### src/rtl/uart_rx_frame_ctrl.sv
// uart_rx_frame_ctrl: oversampled UART receive framer with 2-of-3 majority vote, optional parity and an external stop-bit check
module uart_rx_frame_ctrl #(
    parameter int DATA_WIDTH = 8
) (
    input  logic                  CLK_STOP_CHECK,
    input  logic                  RST_STOP_CHECK,
    input  logic                  RX_IN,
    input  logic                  PAR_EN,
    input  logic                  PAR_TYP,
    input  logic [5:0]            Prescale,
    input  logic                  stp_err_in,
    output logic                  sampled_bit,
    output logic                  stp_chk_en,
    output logic [DATA_WIDTH-1:0] P_DATA,
    output logic                  data_valid,
    output logic                  par_err,
    output logic                  strt_glitch
);
    localparam int BW = $clog2(DATA_WIDTH + 1);
    typedef enum logic [2:0] {IDLE, START, DATA, PARITY, STOP, DONE} state_t;
    state_t                  state;
    logic [5:0]              p;
    logic [5:0]              edge_cnt;
    logic [BW-1:0]           bit_cnt;
    logic [DATA_WIDTH-1:0]   shift;
    logic [2:0]              smp;
    logic                    par_en_q;
    logic                    par_typ_q;
    logic [5:0]              half;
    logic                    last;
    logic                    start_det;
    assign half      = {1'b0, p[5:1]};
    assign last      = edge_cnt == p - 6'd1;
    // DONE doubles as edge 0 of a back-to-back start bit
    assign start_det = (state == IDLE || state == DONE) && !RX_IN;
    always_ff @(posedge CLK_STOP_CHECK or negedge RST_STOP_CHECK) begin
        if (!RST_STOP_CHECK) begin
            state       <= IDLE;
            p           <= 6'd0;
            edge_cnt    <= 6'd0;
            bit_cnt     <= '0;
            shift       <= '0;
            smp         <= 3'b0;
            par_en_q    <= 1'b0;
            par_typ_q   <= 1'b0;
            sampled_bit <= 1'b0;
            stp_chk_en  <= 1'b0;
            P_DATA      <= '0;
            data_valid  <= 1'b0;
            par_err     <= 1'b0;
            strt_glitch <= 1'b0;
        end else begin
            stp_chk_en  <= state == STOP && edge_cnt == half + 6'd2;
            data_valid  <= 1'b0;
            strt_glitch <= 1'b0;
            edge_cnt    <= last ? 6'd0 : edge_cnt + 6'd1;
            if (edge_cnt == half - 6'd1) smp[0] <= RX_IN;
            if (edge_cnt == half)        smp[1] <= RX_IN;
            if (edge_cnt == half + 6'd1) smp[2] <= RX_IN;
            if (edge_cnt == half + 6'd2)
                sampled_bit <= (smp[0] & smp[1]) | (smp[0] & smp[2]) | (smp[1] & smp[2]);
            if (start_det) begin
                state     <= START;
                edge_cnt  <= 6'd1;
                p         <= Prescale == 6'd16 ? 6'd16 : Prescale == 6'd32 ? 6'd32 : 6'd8;
                par_en_q  <= PAR_EN;
                par_typ_q <= PAR_TYP;
                par_err   <= 1'b0;
            end else if (state == IDLE || state == DONE) begin
                state    <= IDLE;
                edge_cnt <= 6'd0;
            end else if (last) begin
                unique case (state)
                    START: begin
                        if (sampled_bit) begin
                            state       <= IDLE;
                            strt_glitch <= 1'b1;
                        end else begin
                            state   <= DATA;
                            bit_cnt <= '0;
                        end
                    end
                    DATA: begin
                        shift   <= {sampled_bit, shift[DATA_WIDTH-1:1]};
                        bit_cnt <= bit_cnt + BW'(1);
                        if (bit_cnt == BW'(DATA_WIDTH - 1)) state <= par_en_q ? PARITY : STOP;
                    end
                    PARITY: begin
                        par_err <= (^shift ^ par_typ_q) != sampled_bit;
                        state   <= STOP;
                    end
                    STOP: begin
                        state <= DONE;
                        if (!par_err && !stp_err_in) begin
                            P_DATA     <= shift;
                            data_valid <= 1'b1;
                        end
                    end
                    default: state <= IDLE;
                endcase
            end
        end
    end
endmodule

### config.mk
export PLATFORM = sky130hd
export DESIGN_NAME = uart_rx_frame_ctrl
export DESIGN_NICKNAME = d
export VERILOG_FILES = /design/src/rtl/uart_rx_frame_ctrl.sv
export SDC_FILE = /design/constraint.sdc
export NUM_CORES = 1
export LEC_CHECK = 0
export ABC_AREA = 1
export ABC_CLOCK_PERIOD_IN_PS = 4500
export BUFFER_PORTS_ARGS = -buffer_cell sky130_fd_sc_hd__buf_2
export CAP_MARGIN = 20
export CORE_UTILIZATION = 62
export CTS_CLUSTER_SIZE = 8
export DETAILED_ROUTE_END_ITERATION = 10
export HOLD_SLACK_MARGIN = 0.12
export PLACE_DENSITY = 0.91
export SLEW_MARGIN = 15
export SYNTH_ARGS = -nofsm -noshare
export SYNTH_HDL_FRONTEND = slang
export SYNTH_SLANG_ARGS = --single-unit
### constraint.sdc
create_clock -name CLK_STOP_CHECK -period 4.5 [get_ports CLK_STOP_CHECK]
set_input_delay 0 -clock CLK_STOP_CHECK [delete_from_list [all_inputs] [get_ports CLK_STOP_CHECK]]
set_output_delay 0 -clock CLK_STOP_CHECK [all_outputs]
set_load 0.03 [all_outputs]
* Yosys cells after proc, flatten, opt, wreduce, memory -nomap -nowiden
Cells that the tools add are included.
** Storage, ports and cells
- Bits in registers :: 45
- Input bits :: 12
- Output and inout bits :: 13
** Cells by class
- Bitwise gates (word level) :: 8
- Eq/ne operators :: 17
- Reduce and logical (&&, ||, !) cells :: 18
- Add/sub/neg operators :: 6
- Muxes and demuxes :: 28
** Operator list (number)
- $mux 6 :: 5
- $eq 6x6->1 :: 4
- $mux 3 :: 5
- $mux 1 :: 14
- $pmux 3 s4 :: 1
- $reduce_and 5->1 :: 2
- $pmux 4 s2 :: 1
- $reduce_xor 8->1 :: 1
- $add 5x1->6 const B :: 1
- $add 5x2->6 const B :: 1
- $add 6x1->6 const B :: 1
- $eq 3x2->1 const B :: 2
- $eq 3x3->1 const B :: 2
- $eq 6x5->1 :: 1
- $eq 6x5->1 const B :: 1
- $eq 6x6->1 const B :: 1
- $reduce_bool 2->1 :: 3
- $sub 5x1->6 const B :: 1
- $sub 6x1->6 const B :: 1
- $add 4x1->4 const B :: 1
- $eq 4x3->1 const B :: 1
- $mux 4 :: 1
- $ne 2x2->1 const B :: 2
- $ne 4x4->1 const B :: 1
- 15 further kinds :: 23

* Depth between registers and ports, before layout
Gate-level depths: netlist (run 1).
- Depth after elaboration :: 7
- Gate-level depth with buffers :: 13

* Worst setup path before layout (run 1)
No wires, ideal clock.
- Path type :: register to register
- From :: register p[3]
- To :: register shift[6]
- Setup time :: 0.119 ns
- Arrival :: 1.530 ns
- Clock period less this slack :: 1.649 ns
- Setup slack :: 2.851 ns
- Stages on the path, launching flop included :: 11
- Path buffers :: 1
- Cell sequence :: dfrtp_1 > inv_1 > ha_1 > xnor2_2 > nor2_4 > nand2_4 > inv_6 > nand2_4 > buf_6 > nand2_2 > o21ai_2
** Between the ends
- Word-level cells in the longest chain between the ends :: 3
** RTL lines
- from (decl) :: RTL line 22 : logic [5:0] p;
- from (signal assigned) :: RTL line 65 : p <= Prescale == 6'd16 ? 6'd16 : Prescale == 6'd32 ? 6'd32 : 6'd8;
- $sub 6x1->6 :: RTL line 33 : assign last = edge_cnt == p - 6'd1;
- $eq 6x6->1 :: RTL line 33
- $reduce_and 4->1 (no source line)
- to (signal assigned) :: RTL line 84 : shift <= {sampled_bit, shift[DATA_WIDTH-1:1]};
- to (decl) :: RTL line 25 : logic [DATA_WIDTH-1:0] shift;
Every way passes these cells.
A chain may end at the register's enable or synchronous reset.

* Worst setup path in the final report (run 1)
- From :: register state[0]
- To :: register par_en_q
** Between the ends
- Word-level cells in the longest chain between the ends :: 3
- Elaborated cells between the ends (all ways) :: 4
- Those cells by class :: eq/ne (1); reduce/logical (3)
** RTL lines
- from (decl) :: RTL line 21 : state_t state;
- from (signal assigned) :: RTL line 86 : if (bit_cnt == BW'(DATA_WIDTH - 1)) state <= par_en_q ? PARITY : STOP;
- $eq 3x3->1 / $logic_not 3->1 (equally long branches) :: RTL line 35 : assign start_det = (state == IDLE || state == DONE) && !RX_IN;
- $logic_or 1x1->1 (*) :: RTL line 35
- $logic_and 1x1->1 (*) :: RTL line 35
- to (signal assigned) :: RTL line 44 : par_en_q <= 1'b0;
- to (signal assigned) :: RTL line 66 : par_en_q <= PAR_EN;
- to (decl) :: RTL line 27 : logic par_en_q;
Mark *: on every way between the ends. The rest lies on a longest branch, timed or not.

==> results by group, run 1 <==
Yosys
  • Most used standard cells in the synthesized netlist: sky130_fd_sc_hd__nand2_1 (75), sky130_fd_sc_hd__dfrtp_1 (42), sky130_fd_sc_hd__inv_1 (27)
  • Count of unique library cells instantiated by Yosys: 33
  • Number of register bits inferred by synthesis: 42
  • Area share of the leading cell type in the synthesized netlist: 0.460
  • Count of flip-flops with a built-in enable after synthesis: 0
  • Most repeated cell in the gate-level netlist after synthesis: sky130_fd_sc_hd__nand2_1
  • Post-Syn Instances: 268
  • Flip-flop cell with the highest count after synthesis: sky130_fd_sc_hd__dfrtp_1
  • Number of warning messages in the yosys log: 0
  • Library cell occupying the most area in the post-synthesis netlist: sky130_fd_sc_hd__dfrtp_1
  • Synth top area cells: sky130_fd_sc_hd__dfrtp_1 (46%), sky130_fd_sc_hd__nand2_1 (12%), sky130_fd_sc_hd__o21ai_2 (6.5%), sky130_fd_sc_hd__inv_1 (4.4%), sky130_fd_sc_hd__nor2_1 (3.4%)
  • Post-synthesis net count: 286
  • Part of the Yosys area used for sequential elements: 0.460
  • Average cell area after synthesis: 8.53 sq um
  • Synth async-reset ratio: 1.00
  • Netlist area before placement: 2290 sq um

Cells and area
  • Synthesis-to-layout area growth: 15.5%
  • Number of filler cells placed in the layout: 233
  • Util after Layout: 0.767
  • Layout Cell Area excl Fill: 2640 sq um
  • Final Instance Count excl. Fillers: 355
  • Antenna cells: 0
  • Number of nets in the layout: 326
  • Fraction of layout cells with a size suffix above 1: 0.243

STA
  • Setup total negative slack: 0 ps
  • Final setup viols: 0
  • Final number of hold-violating endpoints: 0
  • Share of the clock period used by the worst path: 0.531
  • Worst Clk Skew: 6.18 ps
  • Clock period minus worst slack: 2390 ps
  • Final Max Slew Viols: 0
  • Worst slew margin relative to its limit: 0.410
  • Slew at the pin closest to its max-slew limit: 885 ps
  • Final Worst Setup Slack: 2110 ps
  • Highest clock frequency the design can meet: 418 MHz
  • Setup repair after global routing missed its margin: false
  • Worst hold slack: 160 ps

Status
  • Run status: completed

Drt
  • 1st-pass router iterations: 5
  • Count of vias placed by the detailed router: 1,907
  • DRC Markers: 0
  • Final routed wire length divided by cell count: 13.1 um
  • Via density per instance: 5.37
  • Routed Antenna Nets: 0
  • Detailed router's first-iteration violation count: 142
  • Wire length after detailed routing: 4.66 mm

Placement
  • Placed insts: 335
  • Port buffer count: 24
  • Last weighted congestion value of the routability-driven placer: 0.839
  • DP Area: 2430 sq um
  • DP Worst Slack: 2770 ps
  • Detailed placement HPWL: 3.14 mm

Setup path
  • Kind of critical path: register to register
  • Sort of element at the end of the critical path: register
  • Data arrival, critical path: 2620 ps
  • Maximum net fanout on the critical path: 10
  • Startpoint Class: register
  • Required @ worst endpoint: 4730 ps

Floorplan
  • Std-Cell Core Area: 3440 sq um
  • DIE HEIGHT: 62.7 um
  • Die X-Extent: 62.7 um
  • Number of placed I/O pins: 25
  • Initial Util: 0.664
  • Area enclosed by the die boundary: 3930 sq um
  • Core Rows: 21

Clock tree
  • Clock sink count: 42
  • Clock input transition at the sequential cells of the worst setup and hold paths: 80 ps
  • Number of levels in the clock H-tree: 2
  • TritonCTS clock tree: done
  • Later-pin clock latency in the skew report: 290 ps
  • Num CTS Buffers: 5
  • Buffer cell driving the clock tree root: sky130_fd_sc_hd__clkbuf_8
  • Clk buf depth: 2
  • Number of resized instances in the post-cts repair step: 0

Pwr
  • Total Power: 1.20 mW
  • Leakage: 1.34 nW
  • Cell area power density: 454 nW/um^2
  • Maximum VDD drop: 0.301 mV

Global routing
  • Number of global-route vias before repair: 1,911
  • Antenna violations before repair: 0
  • Total gr overflow: 0
  • Global-route wire length before repair: 8.44 mm
  • Overall fraction of global-route tracks in use: 0.280
  • Maximum number of pins on one net before global-route repair: 43

Hold path
  • Hold WC Path Type: input pin to register

Flow run
  • Max-Cap Viols: 0
-- per-layer routing --
layer	vias to the layer above	GRT usage	share of wire
li1	929	-	-
met3	12	0.0438	0.066
met2	71	0.473	0.49
met5	-	0	0
met1	895	0.347	0.42
met4	0	0.140	0.022
-- placed cells by master, fill, tap and decap left out, drive strengths merged --
cell / Yosys / final
nand2: 84 / 84
dfrtp: 42 / 42
inv: 35 / 35
o21ai: 32 / 32
buf: 3 / 24
nor2: 24 / 24
nand3: 15 / 15
dlygate4sd3: 0 / 12
clkbuf: 0 / 7
ha: 6 / 6
nor3: 5 / 5
xor2: 4 / 4
xnor2: 4 / 4
o22ai: 2 / 2
nand4: 2 / 2
a211oi: 2 / 2
clkinv: 1 / 2
or2: 2 / 2
a21oi: 2 / 2
nor3b: 1 / 1
o21a: 1 / 1
maj3: 1 / 1
-- worst max-delay path: stages, from the launching register on --
cell                            delay, ps
sky130_fd_sc_hd__dfrtp_1              440
sky130_fd_sc_hd__inv_2                 90
sky130_fd_sc_hd__nor2_1                50
sky130_fd_sc_hd__inv_2                 70
sky130_fd_sc_hd__nand3_2              110
sky130_fd_sc_hd__nor2_4               240
sky130_fd_sc_hd__nand2_1               90
sky130_fd_sc_hd__dlygate4sd3_1        570
sky130_fd_sc_hd__o21ai_0               80
sky130_fd_sc_hd__dlygate4sd3_1        570
-- cells by family after synthesis --
family                     share of synthesized area
AOI/OAI and AO/OA                              0.119
xor gates and xnor gates                      0.0339
adders and majority gates                     0.0372
buffers and inverters                         0.0761
DFF                                            0.460
and+or+nand+nor                                0.274
-- repair_timing --
| item | CTS | global route |
|---|---|---|
| setup buffers | 0 | 0 |
| hold buffers | 12 | 0 |
| endpoints found under the setup margin | 0 | 0 |
| hold endpoints to repair | 51 | 0 |
-- final cells by class --
| cell class | instances | area [sq um] | share of cell area |
|---|---|---|---|
| clock buffer | 7 | 86.3 | 0.0327 |
| clock inverter | 1 | 5.00 | 0.00189 |
| inverter | 36 | 140 | 0.0531 |
| multi-input combinational | 187 | 1060 | 0.402 |
| sequential | 42 | 1050 | 0.398 |
| tap | 46 | 57.6 | 0.0218 |
| timing repair buffer | 36 | 240 | 0.0910 |
-- path summary, 6_finish.rpt --
kind                                        from                    end  slack [ps]  cells after the start
max in group asynchronous         RST_STOP_CHECK       p[3]$_DFFE_PN0P_        3580                      2
min reg2reg                P_DATA[1]$_DFFE_PN0P_  P_DATA[1]$_DFFE_PN0P_         480                      2
max                         state[0]$_DFFE_PN0P_   par_en_q$_DFFE_PN0P_        2110                      9
min                                   stp_err_in   data_valid$_DFF_PN0_         160                      4
min in group asynchronous         RST_STOP_CHECK     smp[1]$_DFFE_PN0N_         360                      2
max reg2reg                 state[0]$_DFFE_PN0P_   par_en_q$_DFFE_PN0P_        2110                      9
-- state kept, by name, indices dropped and copies added (netlist names) --
register	cells
P_DATA	8
bit_cnt	4
data_valid	1
edge_cnt	6
p	3
par_en_q	1
par_err	1
par_typ_q	1
sampled_bit	1
shift	8
smp	3
state	3
stp_chk_en	1
strt_glitch	1
-- power by group --
part / total (mW) / switching, mW / internal [mW]
combinational: 0.451 / 0.279 / 0.172
clock: 0.248 / 0.124 / 0.124
sequential: 0.501 / 0.0628 / 0.438
total: 1.20 / 0.466 / 0.733
No activity file was read; power rests on OpenSTA's default activity.
==> run 2: changes to the inputs <==
Settings changed: ABC_CLOCK_PERIOD_IN_PS 4500 to 2200, CORE_UTILIZATION 62 to 58, PLACE_DENSITY 0.91 to 0.86.
Clock period 4.5 ns to 2.2 ns, I/O delays scaled along.
==> results by group, run 2 (synthesized netlist as in run 1, its figures left out) <==
STA
  • Share of the clock period used by the worst path: 0.905
  • Highest clock frequency the design can meet: 502 MHz
  • Final Worst Setup Slack: 209 ps
  • Worst slew margin relative to its limit: 0.389
  • Worst Clk Skew: 6.74 ps
  • Clock period minus worst slack: 1990 ps
  • Setup total negative slack: 0 ps
  • Slew at the pin closest to its max-slew limit: 916 ps
  • Worst hold slack: 150 ps
  • Setup repair after global routing missed its margin: false
  • Final Max Slew Viols: 0
  • Final setup viols: 0
  • Final number of hold-violating endpoints: 0

Placement
  • Last weighted congestion value of the routability-driven placer: 0.870
  • Detailed placement HPWL: 3.14 mm
  • DP Area: 2430 sq um
  • Port buffer count: 24
  • DP Worst Slack: 462 ps

Global routing
  • Maximum number of pins on one net before global-route repair: 43
  • Global-route wire length before repair: 7.68 mm
  • Total gr overflow: 0
  • Overall fraction of global-route tracks in use: 0.246
  • Antenna violations before repair: 0
  • Number of global-route vias before repair: 1,793

Hold path
  • Hold WC Path Type: input pin to register

Pwr
  • Cell area power density: 915 nW/um^2
  • Leakage: 1.33 nW
  • Maximum VDD drop: 0.708 mV

Setup path
  • Ordered cell list for the critical path: inv_2 > nor2_1 > inv_2 > nand3_2 > nor2_4 > o21ai_1 > dlygate4sd3_1 > o21a_1
  • Startpoint Class: register
  • Required @ worst endpoint: 2400 ps
  • CP max stage delay: 590 ps
  • Data arrival, critical path: 2190 ps
  • Cell with the biggest individual delay on the critical path: sky130_fd_sc_hd__dlygate4sd3_1
  • Kind of critical path: register to register
  • Maximum net fanout on the critical path: 10
  • Sort of element at the end of the critical path: register
  • Most frequent cell on the critical path: sky130_fd_sc_hd__inv_2

Flow run
  • Max-Cap Viols: 0

Cells and area
  • Largest registers: P_DATA (8), shift (8), edge_cnt (6)
  • Number of nets in the layout: 325
  • Util after Layout: 0.708
  • Synthesis-to-layout area growth: 15.2%
  • Number of filler cells placed in the layout: 279
  • Most common library cell in the layout ignoring fill and taps: sky130_fd_sc_hd__nand2_1
  • Commonest non-fill, non-tap cells in the layout: sky130_fd_sc_hd__nand2_1 (75), sky130_fd_sc_hd__dfrtp_1 (42), sky130_fd_sc_hd__inv_1 (27)
  • Antenna cells: 0
  • Fraction of layout cells with a size suffix above 1: 0.247
  • Layout Cell Area excl Fill: 2630 sq um

Clock tree
  • Number of hold buffers added after cts: 11
  • Clock input transition at the sequential cells of the worst setup and hold paths: 90 ps
  • TritonCTS clock tree: done
  • Number of resized instances in the post-cts repair step: 0
  • Later-pin clock latency in the skew report: 300 ps
  • Number of levels in the clock H-tree: 2
  • Buffer cell driving the clock tree root: sky130_fd_sc_hd__clkbuf_8
  • Clk buf depth: 2
  • Number of buffers inserted to repair setup after CTS: 0
  • Num CTS Buffers: 5
  • Clock sink count: 42

Drt
  • DRC Markers: 0
  • Detailed router's first-iteration violation count: 134
  • Wire length after detailed routing: 4.51 mm
  • Final routed wire length divided by cell count: 12.7 um
  • Count of vias placed by the detailed router: 1,842
  • Routed Antenna Nets: 0
  • Via density per instance: 5.17
  • 1st-pass router iterations: 4

Floorplan
  • Area enclosed by the die boundary: 4200 sq um
  • Die X-Extent: 64.8 um
  • Initial Util: 0.615
  • Std-Cell Core Area: 3720 sq um
  • Core Rows: 22
  • Number of placed I/O pins: 25
  • DIE HEIGHT: 64.8 um

Status
  • Run status: completed
==> run 2: changes by cell type in the layout (fill, tap and decap cells not counted) <==
| cell | before | now |
|---|---|---|
| sky130_fd_sc_hd__dlygate4sd3_1 | 12 | 11 |
| sky130_fd_sc_hd__clkinv_4 | 0 | 1 |
| sky130_fd_sc_hd__clkbuf_1 | 1 | 0 |
| sky130_fd_sc_hd__clkbuf_8 | 6 | 5 |
| sky130_fd_sc_hd__clkinvlp_4 | 0 | 1 |
==> run 2: cell type report <==
class | count | area (sq um) | share of cell area
inverter | 36 | 140 | 0.0532
tap | 48 | 60.1 | 0.0228
clock buffer | 5 | 68.8 | 0.0261
sequential | 42 | 1050 | 0.399
timing repair buffer | 35 | 230 | 0.0875
clock inverter | 3 | 21.3 | 0.00808
multi-input combinational | 187 | 1060 | 0.403
==> run 2: per-stage QoR <==
stage,total power [mW],std cells
finish,2.41,356
global route,2.58,356
CTS,2.39,356
detailed placement,1.84,337
global placement,1.82,337
floorplan,1.66,268
==> run 2: path summary, 6_finish.rpt <==
kind / depth (start not counted) / slack [ps] / from / endpoint
max in group asynchronous: 2 / 1270 / RST_STOP_CHECK / strt_glitch$_DFF_PN0_
worst max-delay path: 8 / 210 / state[0]$_DFFE_PN0P_ / p[4]$_DFFE_PN0P_
min in group asynchronous: 2 / 360 / RST_STOP_CHECK / smp[2]$_DFFE_PN0N_
worst min register to register: 2 / 480 / P_DATA[3]$_DFFE_PN0P_ / P_DATA[3]$_DFFE_PN0P_
worst max register to register: 8 / 210 / state[0]$_DFFE_PN0P_ / p[4]$_DFFE_PN0P_
worst min-delay path: 4 / 150 / stp_err_in / P_DATA[1]$_DFFE_PN0P_
==> run 2: report_power, final <==
group / switching (mW) / internal [mW]
Combinational: 0.550 / 0.333
Sequential: 0.122 / 0.895
Clock: 0.286 / 0.223
==> run 2: critical path, delay by kind of cell, from the launching register on <==
kind / cells / cell delay (ps)
buf+inv: 3 / 740
flops: 1 / 440
simple gates: 3 / 440
compound gates: 2 / 270
==> run 2: metal layers <==
metal	GRT usage	share of wire	vias up
met1	0.316	0.47	873
li1	-	-	925
met5	0	0	-
met3	0.0634	0.036	9
met2	0.393	0.48	35
met4	0.100	0.019	0
